--- config.mk ---
export PLATFORM = sky130hd
export DESIGN_NAME = muldiv_unit
export DESIGN_NICKNAME = d
export VERILOG_FILES = /design/src/rtl/riscv_pkg.sv /design/src/rtl/muldiv_div_core.sv /design/src/rtl/muldiv_unit.sv
export SDC_FILE = /design/constraint.sdc
export NUM_CORES = 2
export LEC_CHECK = 0
export ABC_AREA = 1
export BUFFER_PORTS_ARGS = -buffer_cell sky130_fd_sc_hd__buf_4
export CORE_MARGIN = 8
export CORE_UTILIZATION = 52
export DETAILED_ROUTE_END_ITERATION = 7
export GPL_ROUTABILITY_DRIVEN = 0
export PLACE_DENSITY = 0.77
export SLEW_MARGIN = 40
export SYNTH_ARGS = -nofsm -noshare
export SYNTH_HDL_FRONTEND = slang
export SYNTH_HIERARCHICAL = 1
export SYNTH_SLANG_ARGS = --single-unit
--- constraint.sdc ---
create_clock -name clk -period 17.8 [get_ports clk]
set_clock_uncertainty 0.2 [all_clocks]
set_input_delay 2.67 -clock clk [delete_from_list [all_inputs] [get_ports clk]]
set_output_delay 2.67 -clock clk [all_outputs]
set_load 0.005 [all_outputs]
--- src/rtl/riscv_pkg.sv ---
// Shared encodings for the M-extension datapath: muldiv op codes (aluc[5:3])
// and the muldiv sequencer states, also consumed by control_unit.
package riscv_pkg;

  localparam logic [2:0] MD_MUL    = 3'b000;
  localparam logic [2:0] MD_MULH   = 3'b010;
  localparam logic [2:0] MD_MULHSU = 3'b100;
  localparam logic [2:0] MD_MULHU  = 3'b110;
  localparam logic [2:0] MD_DIV    = 3'b001;
  localparam logic [2:0] MD_DIVU   = 3'b011;
  localparam logic [2:0] MD_REM    = 3'b101;
  localparam logic [2:0] MD_REMU   = 3'b111;

  localparam int MD_CNT_W = 6;

  typedef enum logic [1:0] {
    IDLE = 2'd0,
    MUL  = 2'd1,
    DIV  = 2'd2,
    DONE = 2'd3
  } md_state_e;

  function automatic logic md_signed_div(input logic [2:0] op);
    return (op == MD_DIV) || (op == MD_REM);
  endfunction

  function automatic logic md_is_rem(input logic [2:0] op);
    return (op == MD_REM) || (op == MD_REMU);
  endfunction

  // mulh and mulhsu treat rs1 as signed; only mulh treats rs2 as signed
  function automatic logic md_a_signed(input logic [2:0] op);
    return (op == MD_MULH) || (op == MD_MULHSU);
  endfunction

  function automatic logic md_b_signed(input logic [2:0] op);
    return op == MD_MULH;
  endfunction

  function automatic logic md_mul_high(input logic [2:0] op);
    return (op == MD_MULH) || (op == MD_MULHSU) || (op == MD_MULHU);
  endfunction

endpackage

--- src/rtl/muldiv_div_core.sv ---
// Unsigned restoring divider: one quotient bit per step, with the next
// quotient/remainder exposed so the caller can fix up signs on the last step.
module muldiv_div_core
  import riscv_pkg::*;
#(
  parameter int XLEN = 32
) (
  input  logic            clk,
  input  logic            rst,
  input  logic            i_load,
  input  logic            i_step,
  input  logic [XLEN-1:0] i_dividend,
  input  logic [XLEN-1:0] i_divisor,
  output logic [XLEN-1:0] o_quotNext,
  output logic [XLEN-1:0] o_remNext,
  output logic            o_last
);

  localparam logic [MD_CNT_W-1:0] LAST_CNT = MD_CNT_W'(XLEN - 1);
  localparam logic [MD_CNT_W-1:0] CNT_ONE  = MD_CNT_W'(1);

  logic [XLEN-1:0]     r_rem;
  logic [XLEN-1:0]     r_quot;
  logic [XLEN-1:0]     r_divisor;
  logic [MD_CNT_W-1:0] r_count;

  logic [XLEN:0] w_shifted;
  logic [XLEN:0] w_trial;
  logic          w_fits;

  // The dividend shifts out of the quotient register MSB-first into the remainder
  assign w_shifted  = {r_rem, r_quot[XLEN-1]};
  assign w_trial    = w_shifted - {1'b0, r_divisor};
  assign w_fits     = ~w_trial[XLEN];
  assign o_remNext  = w_fits ? w_trial[XLEN-1:0] : w_shifted[XLEN-1:0];
  assign o_quotNext = {r_quot[XLEN-2:0], w_fits};
  assign o_last     = (r_count == LAST_CNT);

  always_ff @(posedge clk) begin
    if (rst) begin
      r_rem     <= '0;
      r_quot    <= '0;
      r_divisor <= '0;
      r_count   <= '0;
    end else if (i_load) begin
      r_rem     <= '0;
      r_quot    <= i_dividend;
      r_divisor <= i_divisor;
      r_count   <= '0;
    end else if (i_step) begin
      r_rem     <= o_remNext;
      r_quot    <= o_quotNext;
      r_count   <= r_count + CNT_ONE;
    end
  end

endmodule

--- src/rtl/muldiv_unit.sv ---
// RV32M multiply/divide unit: two-cycle multiply and div fast paths,
// 33-cycle iterative divide, single-cycle done pulse with a held result.
module muldiv_unit
  import riscv_pkg::*;
#(
  parameter int XLEN = 32
) (
  input  logic            clk,
  input  logic            rst,
  input  logic            start,
  input  logic [2:0]      op,
  input  logic [XLEN-1:0] a,
  input  logic [XLEN-1:0] b,
  output logic            busy,
  output logic            done,
  output logic [XLEN-1:0] result
);

  localparam logic [XLEN-1:0] INT_MIN = {1'b1, {(XLEN-1){1'b0}}};

  md_state_e       r_state;
  logic            r_busy;
  logic            r_done;
  logic [XLEN-1:0] r_result;
  logic [2:0]      r_op;
  logic [XLEN-1:0] r_a;
  logic [XLEN-1:0] r_b;

  logic            w_accept;
  logic            w_bZero;
  logic            w_overflow;
  logic            w_toDiv;
  logic            w_aNeg;
  logic            w_bNeg;
  logic [XLEN-1:0] w_aMag;
  logic [XLEN-1:0] w_bMag;

  logic [XLEN:0]       w_aExt;
  logic [XLEN:0]       w_bExt;
  logic signed [2*XLEN-1:0] w_aWide;
  logic signed [2*XLEN-1:0] w_bWide;
  logic signed [2*XLEN-1:0] w_product;
  logic [XLEN-1:0]     w_mulResult;
  logic [XLEN-1:0]     w_fastResult;
  logic [XLEN-1:0]     w_shortResult;

  logic [XLEN-1:0] w_quotNext;
  logic [XLEN-1:0] w_remNext;
  logic            w_last;
  logic            w_quotNeg;
  logic            w_remNeg;
  logic [XLEN-1:0] w_divResult;

  assign busy   = r_busy;
  assign done   = r_done;
  assign result = r_result;

  assign w_accept   = ((r_state == IDLE) || (r_state == DONE)) && start;
  assign w_bZero    = (b == '0);
  assign w_overflow = md_signed_div(op) && (a == INT_MIN) && (b == '1);
  // Divide-by-zero and signed overflow skip the iterative divider entirely
  assign w_toDiv    = op[0] && !w_bZero && !w_overflow;

  assign w_aNeg = md_signed_div(op) && a[XLEN-1];
  assign w_bNeg = md_signed_div(op) && b[XLEN-1];
  assign w_aMag = w_aNeg ? -a : a;
  assign w_bMag = w_bNeg ? -b : b;

  muldiv_div_core #(
    .XLEN(XLEN)
  ) u_divCore (
    .clk       (clk),
    .rst       (rst),
    .i_load    (w_accept && w_toDiv),
    .i_step    (r_state == DIV),
    .i_dividend(w_aMag),
    .i_divisor (w_bMag),
    .o_quotNext(w_quotNext),
    .o_remNext (w_remNext),
    .o_last    (w_last)
  );

  // 33x33 signed product, carried at 2*XLEN since the top two bits never matter
  assign w_aExt    = {md_a_signed(r_op) & r_a[XLEN-1], r_a};
  assign w_bExt    = {md_b_signed(r_op) & r_b[XLEN-1], r_b};
  assign w_aWide   = {{(XLEN-1){w_aExt[XLEN]}}, w_aExt};
  assign w_bWide   = {{(XLEN-1){w_bExt[XLEN]}}, w_bExt};
  assign w_product = w_aWide * w_bWide;
  assign w_mulResult = md_mul_high(r_op) ? w_product[2*XLEN-1:XLEN]
                                         : w_product[XLEN-1:0];

  always_comb begin
    w_fastResult = '0;
    if (r_b == '0) begin
      w_fastResult = md_is_rem(r_op) ? r_a : '1;
    end else begin
      w_fastResult = md_is_rem(r_op) ? '0 : INT_MIN;
    end
  end

  assign w_shortResult = r_op[0] ? w_fastResult : w_mulResult;

  assign w_quotNeg   = md_signed_div(r_op) && (r_a[XLEN-1] ^ r_b[XLEN-1]);
  assign w_remNeg    = md_signed_div(r_op) && r_a[XLEN-1];
  assign w_divResult = md_is_rem(r_op) ? (w_remNeg  ? -w_remNext  : w_remNext)
                                       : (w_quotNeg ? -w_quotNext : w_quotNext);

  always_ff @(posedge clk) begin
    if (rst) begin
      r_state  <= IDLE;
      r_busy   <= 1'b0;
      r_done   <= 1'b0;
      r_result <= '0;
      r_op     <= '0;
      r_a      <= '0;
      r_b      <= '0;
    end else begin
      case (r_state)
        IDLE, DONE: begin
          r_done <= 1'b0;
          if (start) begin
            r_op   <= op;
            r_a    <= a;
            r_b    <= b;
            r_busy <= 1'b1;
            r_state <= w_toDiv ? DIV : MUL;
          end else begin
            r_busy  <= 1'b0;
            r_state <= IDLE;
          end
        end
        MUL: begin
          r_result <= w_shortResult;
          r_busy   <= 1'b0;
          r_done   <= 1'b1;
          r_state  <= DONE;
        end
        DIV: begin
          if (w_last) begin
            r_result <= w_divResult;
            r_busy   <= 1'b0;
            r_done   <= 1'b1;
            r_state  <= DONE;
          end
        end
        default: begin
          r_busy  <= 1'b0;
          r_done  <= 1'b0;
          r_state <= IDLE;
        end
      endcase
    end
  end

endmodule

==> metrics.log <==
[metrics] result of the run: finished with violations
[metrics] failing checks: design-rule violations
[metrics] clk sink count: 205
[metrics] First-pass DRT Iterations: 8
[metrics] detail-routed via count per cell: 5.55
[metrics] number of enable-type register cells in the synthesized netlist: 0
[metrics] slowest stage cell on the critical path: sky130_fd_sc_hd__fa_1
[metrics] sequential share of the synthesized area: 0.0728
[metrics] cell chosen for the clock root: sky130_fd_sc_hd__clkbuf_16
[metrics] final net count: 9161
[metrics] number of I/O pins: 104
[metrics] Most used DFF post-synth: sky130_fd_sc_hd__dfxtp_1
[metrics] fraction of the mapped netlist area in adder cells: 0.456
[metrics] # Post-CTS Setup Buffers: 0
[metrics] worst hold path type: reg2reg
[metrics] number of H-tree levels: 1
[metrics] total number of vias: 50800
[metrics] xor-xnor portion of the synthesized cell area: 0.0168
[metrics] total of max-cap violations: 0
[metrics] Critical R2R Launch: r_op[2]
[metrics] sum of negative setup slack: 0 ns
[metrics] # fillers: 9986
[metrics] Slew @ Worst Pin: 0.834 ns
[metrics] RSZ-0062 raised after global routing: no
[metrics] initial standard-cell utilization of the core: 0.521
[metrics] Netlist Area Pre-Place: 0.0564 sq mm
[metrics] data arrival at the endpoint of the critical path: 9.65 ns
[metrics] final hold viol count: 0
[metrics] Async SR Flop Fraction: 0
[metrics] number of instances in the synthesized netlist: 7917
[metrics] global-route wire length before repair: 283000 um
[metrics] vias in the first global route: 52700
[metrics] total wirelength of the detailed-routed design: 178000 um
[metrics] pin count of the biggest net entering global routing: 96
[metrics] share of final-layout standard cells stronger than drive strength 1: 0.0441
[metrics] data required time at the worst endpoint: 18.02 ns
[metrics] Die Span Y: 345 um
[metrics] hold buffer count at CTS: 0
[metrics] Resized Gates After CTS: 0
[metrics] clock tree from TritonCTS: done
[metrics] synth-to-layout area growth: 3.86%
[metrics] period utilisation layout: 0.529
[metrics] row cnt: 121
[metrics] kind of start point of the critical path: flip-flop
[metrics] DRC violation total after the first TritonRoute iteration: 5395
[metrics] Die W: 345 um
[metrics] worst setup slack for register-to-register paths: 8.38 ns
[metrics] Post-Syn Area per Cell: 7.12 sq um
[metrics] Tot GR Track Use: 0.295
[metrics] crit path launch: r_op[2]
[metrics] Worst Setup EP: result[24]
[metrics] shortest clock period the worst path allows after layout: 9.42 ns
[metrics] number of flip-flops and latches in the synthesized netlist: 205
[metrics] complex-gate fraction of the synthesized area: 0.0607
[metrics] number of unique standard cell types used by synthesis: 55
[metrics] remaining max-slew budget at the tightest pin: 0.438
[metrics] highest fanout seen on the critical path: 36
[metrics] highest attainable clock frequency: 106 MHz
[metrics] clock insertion delay at the later pin of the skew report: 0.55 ns
[metrics] kind of critical path: reg2reg
[metrics] routed wirelength normalized by instance count: 19.4 um
[metrics] YS warnings: 6
[metrics] number of buffers inserted by port buffering: 103
[metrics] HPWL after detailed placement: 141000 um
[metrics] Worst setup EP type: flip-flop
[metrics] number of antenna-violating nets in the routed design: 0
[metrics] number of DRC violations after detailed routing: 65
[metrics] Net Count, Synth: 9366
[metrics] largest family of logic cells by synthesized area: adder cells
[metrics] Core Area: 0.108 sq mm
[metrics] CTS clock-pin slew for the worst setup and hold paths: 0.08 ns
[metrics] Critical Path Max Stage Delay: 0.87 ns
[metrics] Worst Reg2Reg Path Length in Cells: 34
[metrics] CP most frequent cell: sky130_fd_sc_hd__fa_1
[metrics] count of final max-slew check failures: 0
[metrics] total die area: 0.119 sq mm
[metrics] TritonCTS buffer count: 22
[metrics] overflow left after global routing: 0
[metrics] fraction of synthesized area in multiplexers: 0
[metrics] clk buf depth: 3
[metrics] basic-gate share of the synthesized area counting and, or, nand and nor cells: 0.224
[metrics] antenna violations before repair: 3
[metrics] Post-Route Hold Slack: 0.262 ns
[metrics] Setup-failing EPs final: 0
[metrics] worst reg2reg path endpoint: result[24]
[cells in the mapped netlist (all sizes together) (13+ instances only)]
cell type | instances | area share
nand2 | 2122 | 0.14
inv | 2089 | 0.14
fa | 1126 | 0.40
nor2 | 491 | 0.034
clkbuf | 334 | 0.022
nand3 | 312 | 0.030
o21ai | 285 | 0.025
a21oi | 265 | 0.024
ha | 253 | 0.056
dfxtp | 205 | 0.073
xor2 | 77 | 0.012
buf | 71 | 0.0085
nor3 | 61 | 0.0059
nand4 | 53 | 0.0060
xnor2 | 31 | 0.0048
o21bai | 22 | 0.0029
or2 | 19 | 0.0021
a22oi | 16 | 0.0021
nor4 | 14 | 0.0016
o211ai | 13 | 0.0017
[state kept, by name, indices dropped and copies added, names as in the netlist]
register,count
done,1
u_divCore/r_divisor,32
u_divCore/r_rem,32
busy,1
r_a,32
u_divCore/r_quot,32
r_op,3
result,32
u_divCore/r_count,6
r_state,2
r_b,32
[cells in the final DEF (no fill, tap or decap), types with 77 or more instances in the layout]
cell type and count:
sky130_fd_sc_hd__a21oi_1 260, sky130_fd_sc_hd__o21ai_0 259, sky130_fd_sc_hd__nand2_1 2100, sky130_fd_sc_hd__inv_1 2069, sky130_fd_sc_hd__xor2_1 77, sky130_fd_sc_hd__ha_1 252
sky130_fd_sc_hd__fa_1 1125, sky130_fd_sc_hd__nor2_1 477, sky130_fd_sc_hd__dfxtp_1 195, sky130_fd_sc_hd__buf_4 174, sky130_fd_sc_hd__nand3_1 289
[critical path, delay by kind of cell (launching register included)]
family | cells | cell delay, ns
buffers and inverters | 8 | 1.30
AO/OA/AOI/OAI | 1 | 0.06
adder cells (fa/ha/maj) | 9 | 4.78
flip-flops | 1 | 0.37
AND/OR/NAND/NOR | 16 | 2.55
[how the worst min path moves through the flow]
stage                                        from                 endpoint  slack (ns)  cells after the start
after global placement    u_divCore/r_divisor[16]  u_divCore/r_divisor[16]        0.25                      2
after CTS                 u_divCore/r_divisor[29]  u_divCore/r_divisor[29]        0.27                      2
after floorplan           u_divCore/r_divisor[31]  u_divCore/r_divisor[31]        0.23                      2
after detailed placement  u_divCore/r_divisor[29]  u_divCore/r_divisor[29]        0.26                      2
final                     u_divCore/r_divisor[29]  u_divCore/r_divisor[29]        0.26                      2
after global routing                    result[7]                result[7]        0.29                      2
[stage by stage]
stage               instances  setup slack [ns]  cell area [sq um]   util
global route             9145              7.82              58600  0.541
global placement         9102              8.52              57800  0.534
finish                   9145              8.38              58600  0.541
CTS                      9142              8.25              58600  0.541
floorplan                7917              9.81              56400      -
detailed placement       9102              8.28              57800  0.534
[layer usage]
layer / share of wire / track usage
met1: 0.35 / 0.346
met2: 0.46 / 0.490
met3: 0.11 / 0.0687
met4: 0.075 / 0.180
met5: 0 / 0
[final cells by class]
class / instances / area, sq um / area share
antenna: 3 / 7.51 / 0.000128
inverter: 2096 / 7870 / 0.134
sequential: 205 / 4140 / 0.0707
clock buffer: 26 / 618 / 0.0106
timing repair buffer: 176 / 1330 / 0.0227
multi-input combinational: 5211 / 42700 / 0.729
tap: 1414 / 1770 / 0.0302
clock inverter: 14 / 115 / 0.00197
[logic make-up (layout without fill, tap and decap cells)]
family | Yosys count | in the layout
simple gates | 3090 | 3090
buf+inv | 2501 | 2312
fa+ha+maj | 1379 | 1379
compound gates | 634 | 634
flops | 205 | 205
xor+xnor | 108 | 108
other cells | 0 | 3
Power is not shown: default switching activity piles up to over one toggle a cycle in this logic, so the estimate is an artifact.
